--- config.mk ---
export PLATFORM = sky130hd
export DESIGN_NAME = axis_ramp_src
export DESIGN_NICKNAME = d
export VERILOG_FILES = /design/src/rtl/axis_ramp_src.sv
export SDC_FILE = /design/constraint.sdc
export NUM_CORES = 1
export LEC_CHECK = 0
export ABC_AREA = 1
export BUFFER_PORTS_ARGS = -buffer_cell sky130_fd_sc_hd__buf_2
export CAP_MARGIN = 20
export CORE_MARGIN = 2
export CORE_UTILIZATION = 29
export CTS_BUF_LIST = sky130_fd_sc_hd__clkbuf_2
export DETAILED_ROUTE_END_ITERATION = 8
export SETUP_SLACK_MARGIN = 0.05
export SKIP_CTS_REPAIR_TIMING = 1
export SLEW_MARGIN = 20
export SYNTH_ARGS = -nofsm -noshare
export SYNTH_HDL_FRONTEND = slang
export SYNTH_SLANG_ARGS = --single-unit
--- constraint.sdc ---
create_clock -name clk -period 2 [get_ports clk]
set_input_delay 0.1 -clock clk [delete_from_list [all_inputs] [get_ports clk]]
set_output_delay 0.1 -clock clk [all_outputs]
set_load 0.005 [all_outputs]
--- src/rtl/axis_ramp_src.sv ---
// AXI-Stream ramp test-pattern source: frames of M samples, natural or reversed order, NCHAN lanes.
// Build option: define AXIS_RAMP_SRC_THROTTLE_EN to insert LFSR-driven bubbles between beats.
`timescale 1ns/1ps
module axis_ramp_src #(
    parameter int WIDTH       = 16,
    parameter int M           = 64,
    parameter int NCHAN       = 1,
    parameter int LANE_STRIDE = 4096,
    parameter int FRAME_W     = 16
) (
    input  logic                     clk,
    input  logic                     rst,
    input  logic                     start,
    input  logic                     en,
    input  logic                     mode,
    input  logic [FRAME_W-1:0]       num_frames,
    output logic [WIDTH*NCHAN-1:0]   m_axis_tdata,
    output logic                     m_axis_tvalid,
    output logic                     m_axis_tlast,
    input  logic                     m_axis_tready,
    output logic [FRAME_W-1:0]       frame_cnt,
    output logic                     done,
    output logic [1:0]               dbg_state
);
    // Handshake: a beat transfers when m_axis_tvalid & m_axis_tready on a rising clk edge;
    // once tvalid is high, tdata/tlast are frozen and tvalid stays high until that beat.

    localparam int SW = $clog2(M);

    typedef enum logic [1:0] {
        ST_IDLE = 2'd0,
        ST_RUN  = 2'd1,
        ST_DONE = 2'd2
    } state_t;

    state_t               state, state_nxt;
    logic [SW-1:0]        s;
    logic [WIDTH-1:0]     f;
    logic [FRAME_W-1:0]   frames_lim;
    logic                 mode_r;
    logic                 beat, last_frame, finish, load, bubble, mode_eff;
    logic [SW-1:0]        s_eff;
    logic [WIDTH-1:0]     base;
    logic [WIDTH*NCHAN-1:0] data_nxt;

`ifdef AXIS_RAMP_SRC_THROTTLE_EN
    logic [15:0] lfsr;

    always_ff @(posedge clk) begin
        if (rst) lfsr <= 16'hACE1;
        else     lfsr <= {lfsr[14:0], lfsr[15] ^ lfsr[13] ^ lfsr[12] ^ lfsr[10]};
    end

    assign bubble = (lfsr[1:0] == 2'b00);
`else
    assign bubble = 1'b0;
`endif

    assign beat       = m_axis_tvalid & m_axis_tready;
    assign last_frame = (frames_lim != '0) && (frame_cnt + FRAME_W'(1) == frames_lim);
    assign finish     = beat & m_axis_tlast & last_frame;
    assign load       = (state == ST_RUN) & en & ~bubble & ~finish & (~m_axis_tvalid | beat);

    // s/f count the next beat to be loaded; order is chosen once per frame at s==0.
    assign mode_eff = (s == '0) ? mode : mode_r;
    assign s_eff    = mode_eff ? ~s : s;
    assign base     = (f << SW) + WIDTH'(s_eff);

    always_comb begin
        data_nxt = '0;
        for (int k = 0; k < NCHAN; k++) begin
            data_nxt[k*WIDTH +: WIDTH] = base + WIDTH'(k * LANE_STRIDE);
        end
    end

    always_ff @(posedge clk) begin
        if (rst) state <= ST_IDLE;
        else     state <= state_nxt;
    end

    always_comb begin
        state_nxt = state;
        case (state)
            ST_IDLE: if (start) state_nxt = ST_RUN;
            ST_RUN:  if (finish) state_nxt = ST_DONE;
            ST_DONE: state_nxt = ST_IDLE;
            default: state_nxt = ST_IDLE;
        endcase
    end

    always_ff @(posedge clk) begin
        if (rst) begin
            m_axis_tdata  <= '0;
            m_axis_tvalid <= 1'b0;
            m_axis_tlast  <= 1'b0;
            frame_cnt     <= '0;
            frames_lim    <= '0;
            s             <= '0;
            f             <= '0;
            mode_r        <= 1'b0;
        end else if (state == ST_IDLE && start) begin
            frames_lim    <= num_frames;
            frame_cnt     <= '0;
            s             <= '0;
            f             <= '0;
            m_axis_tvalid <= 1'b0;
            m_axis_tlast  <= 1'b0;
        end else begin
            if (beat && m_axis_tlast) frame_cnt <= frame_cnt + FRAME_W'(1);
            if (load) begin
                m_axis_tdata  <= data_nxt;
                m_axis_tvalid <= 1'b1;
                m_axis_tlast  <= (s == SW'(M - 1));
                mode_r        <= mode_eff;
                s             <= s + SW'(1);
                if (s == SW'(M - 1)) f <= f + WIDTH'(1);
            end else if (beat) begin
                m_axis_tvalid <= 1'b0;
                m_axis_tlast  <= 1'b0;
            end
        end
    end

    assign done      = (state == ST_DONE);
    assign dbg_state = state;

endmodule
Word level (Yosys, flattened, before mapping)

Cells that the tools add are included.

Register bits: 75

Reductions and logical operators: 11
Multiplexer cells: 8
Bitwise operators: 11
Add/subtract/negate cells: 4
Equality and inequality tests: 6

Operators with widths:

| kind                  | number |
|---|---|
| $add 16x1->16 const B | 2 |
| $add 16x6->16         | 1 |
| $eq 16x16->1          | 1 |
| $reduce_bool 16->1    | 1 |
| $add 6x1->6 const B   | 1 |
| $and 1x1->1           | 6 |
| $eq 6x6->1 const B    | 1 |
| $logic_not 6->1       | 1 |
| $mux 6                | 1 |
| $not 6->6             | 1 |
| $reduce_and 2->1      | 3 |
| $mux 1                | 4 |
| $mux 2                | 2 |
| $ne 2x2->1 const B    | 2 |
| $pmux 2 s2            | 1 |
| $logic_and 1x1->1     | 3 |
| $not 1->1             | 3 |
| $eq 2x1->1 const B    | 1 |
| $eq 2x2->1 const B    | 1 |
| $logic_not 2->1       | 1 |
| $reduce_bool 2->1     | 1 |
| $reduce_or 2->1       | 1 |
| $or 1x1->1            | 1 |

Depth between registers and ports, before layout

Word-level depth: 8
Depth in mapped cells: 17
Depth with buffers taken out: 16

Least setup slack after synthesis

Ideal clock, no wire load.

Path type: flip-flop to flip-flop
Start: reg frame_cnt[0]
End: reg m_axis_tdata[5]
Slack: -0.007 ns
Cell stages (with the launch flop): 16
Library setup time: 0.132 ns
Data arrival time: 1.875 ns
Data required time: 1.868 ns
Path buffers: 1
Period minus slack after synthesis: 2.007 ns
Cells stage by stage: dfxtp_1 > ha_1 > nand2_1 > nor2_2 > nand2_1 > o21bai_2 > nand3_1 > nand2_1 > nand2_1 > nor2_1 > nand3_2 > nand3_4 > inv_2 > buf_6 > nand2_1 > a21oi_1

Word-level cells in the longest chain between the ends: 8

Ends and longest elaborated chain:

| what                              | line | source |
|---|---|---|
| start: declaration                | 21   | `output logic [FRAME_W-1:0] frame_cnt,` |
| start signal: assignment          | 109  | `if (beat && m_axis_tlast) frame_cnt <= frame_cnt + FRAME_W'(1);` |
| $add 16x1->16                     | 60   | `assign last_frame = (frames_lim != '0) && (frame_cnt + FRAME_W'(1) == frames_lim);` |
| $eq 16x16->1                      | 60   |  |
| $logic_and 1x1->1                 | 60   |  |
| $and 1x1->1                       | 61   | `assign finish = beat & m_axis_tlast & last_frame;` |
| $not 1->1                         | 62   | `assign load = (state == ST_RUN) & en & ~bubble & ~finish & (~m_axis_tvalid \| beat);` |
| $and 1x1->1 (2 in a row)          | 62   |  |
| $reduce_and 2->1 (no source line) | n/a  |  |
| end signal: assignment            | 111  | `m_axis_tdata <= data_nxt;` |
| end: declaration                  | 17   | `output logic [WIDTH*NCHAN-1:0] m_axis_tdata,` |

No other way between the ends.
A chain may end at the register's enable or synchronous reset.

Worst setup path in the final report

Start: reg frame_cnt[1]
End: reg s[5]

Word-level cells in the longest chain between the ends: 7

Ends and longest elaborated chain:

| what                     | line | source |
|---|---|---|
| $add 16x1->16            | 60   |  |
| $eq 16x16->1             | 60   |  |
| $logic_and 1x1->1        | 60   |  |
| $and 1x1->1              | 61   |  |
| $not 1->1                | 62   |  |
| $and 1x1->1 (2 in a row) | 62   |  |
| end signal: assignment   | 115  | `s <= s + SW'(1);` |
| end: declaration         | 37   | `logic [SW-1:0] s;` |

No other way between the ends.

==> flow_summary.yaml <==
status:
  outcome: "finished, violations left"
  violations: "negative hold slack, negative setup slack"
die:
  io_pins: 59
  fp.dieArea_um2: 13400
  start_util: 0.300
  dieWidth_um: 116
  rows: 40
  core-area_um2: 12100
  die_h_um: 116
timing:
  hold_slack_ps: -40.1
  finalMaxSlewViolations: 0
  fmax_mhz: 445
  period_share: 1.12
  rsz0062_at_grt: "yes"
  skew_ps: 23.6
  worst_pin_slew_ps: 817
  slew_headroom: 0.455
  setup_violations: 36
  fin_crit_ps: 2250
  finalHoldViolCount: 12
  setup_slack_ps: -248
synthesis:
  synth-edff-count: 0
  synthCells: 543
  netlist_top_cells_area: "dfxtp_1 38%, nand2_1 14%, inv_1 9.0%"
  ys_seq_elements: 69
  synth_area_leader_cell: "dfxtp_1"
  synth_flop_cell: "dfxtp_1"
  synth-seq-area-share: 0.380
  syn_area_per_cell_um2: 6.69
  synth_warnings: 0
  syn-num-nets: 569
  yosys.area.top_type_share: 0.380
  synth_area_um2: 3630
  ys_types: 29
  async_flop_share: 0
cells_and_area:
  final_common_cell: "nand2_1"
  final_nets: 695
  antenna_cells: 0
  layout_common_cells: "115 x nand2_1, 87 x inv_1, 59 x buf_2, 59 x dfxtp_1, 46 x buf_4"
  fin_cells: 841
  areaGrowthSynthToFinish_pct: 42.0
  layout-drive-gt1-share: 0.291
  utilization: 0.426
global_route:
  grt_pass1_vias: 3463
  grt_use_total: 0.158
  grt_first_pass_wirelength_mm: 16.7
  grt_max_degree: 26
  grt-ovfl-total: 0
  antenna_found_initial: 0
critical_path:
  cp.arrival_ps: 2770
  path_class: "flop to flop"
  cp_max_fo: 6
  end_kind: "flop"
  critical_path_required_ps: 2520
  critPathLaunchType: "flop"
cts:
  cts_tree: "done"
  cts.clk_slew.worst_paths_ps: 200
  clk_path_buf_depth: 2
  cts_made_buffers: 9
  cts-root-buf: "clkbuf_2"
  insertion_delay_ps: 560
  clkSinkCount: 69
  cts_max_level: 3
placed_design:
  post-place-cells: 793
  portBuffers: 58
  gp_congestion: 0.839
  place_ws_ps: -286
  hpwl_mm: 7.41
detailed_routing:
  drt-initial-drc-count: 151
  wl_mm: 10.7
  ant_nets: 0
  drc: 0
  routed_via_density: 4.55
  post_drt_wl_per_cell_um: 12.7
  routed-via-count: 3826
  first_pass_iters: 4
power:
  p_switching_mw: 0.787
  p_comb_frac: 0.132
  power.density_nw_per_um2: 562
  p_int_mw: 2.11
  seqPwrFrac: 0.497
  irDropWorstVdd_mv: 0.259
  power.leakage_nw: 2.32
  swShare: 0.271
  clock_power_share: 0.372
run:
  maxCapViolCount: 0
hold_path:
  worstHoldPathType: "input port to flop"
## power by group through the flow
stage               Sequential [mW]  Combinational, mW  Clock, mW
detailed placement             1.47              0.292          0
CTS                            1.45              0.293       1.11
global placement               1.47              0.289          0
finish                         1.44              0.382       1.08
floorplan                      1.47              0.195          0
global route                   1.45              0.427       1.16
## layer usage
| metal | vias to the layer above | global-route usage | part of all wire |
|---|---|---|---|
| met4 | 0 | 0.0556 | 0.020 |
| met3 | 18 | 0.0418 | 0.053 |
| li1 | 1976 | - | - |
| met2 | 92 | 0.262 | 0.48 |
| met5 | - | 0 | 0 |
| met1 | 1740 | 0.197 | 0.44 |
## sequential cells by signal, summed over array words and instances (netlist names)
register	cells
frame_cnt	16
frames_lim	16
m_axis_tdata	16
f	10
s	6
dbg_state	2
m_axis_tlast	1
m_axis_tvalid	1
mode_r	1
## final timing paths
check	from	end	slack, ps	depth (start not counted)
hold reg to reg	m_axis_tdata[5]	m_axis_tdata[5]	470	2
setup reg to reg	frame_cnt[1]	s[5]	-250	14
hold / removal	rst	m_axis_tdata[0]	-40	2
setup / recovery	frame_cnt[1]	s[5]	-250	14
## critical path, stage by stage (launching register included)
cell       delay (ps)
dfxtp_4           420
ha_4              180
nand2_4            60
nor2_4            210
nand2_4            90
o21bai_4          160
nand3_1            90
nand2_1           110
nand2_1            70
nor2_2            120
nand3_4           120
nand3_4           180
clkbuf_16         210
nand2_4            50
a21oi_2           120
## logic make-up (layout without fill, tap and decap cells)
kind of cell,after synthesis,count (layout),synth area share
buffers and inverters,108,238,0.120
AO/OA/AOI/OAI,90,90,0.133
flip-flops,69,69,0.380
XOR/XNOR,17,17,0.0486
AND/OR/NAND/NOR,255,255,0.305
adder cells (fa/ha/maj),4,4,0.0138
## through the flow
stage / power, mW / TNS, ps / hold slack (ps) / area [um2]
global placement: 1.76 / -6300 / 328 / 4380
finish: 2.90 / -6680 / -40.1 / 5160
floorplan: 1.66 / 0 / 239 / 3640
CTS: 2.85 / -9130 / -282 / 4540
detailed placement: 1.77 / -7730 / 329 / 4380
global route: 3.04 / -12100 / -42.8 / 5160
## synth_stat cells (3+ instances only)
cell type  number
nand2_1       136
inv_1          87
dfxtp_1        69
a21oi_1        46
nor2_1         46
nand3_1        38
o21ai_0        31
nand4_1        18
clkbuf_1       14
xor2_1         13
nor3_1          7
o21bai_1        7
ha_1            4
nor2_2          4
buf_6           3
## cell type report
type                       count  area (um2)
fill                        1291        6950
inverter                      88         338
multi-input combinational    366        2060
sequential                    69        1410
timing repair buffer         135         986
tap                          168         210
clock inverter                 6         111
clock buffer                   9        45.0
No activity file was read; power rests on OpenSTA's default activity.
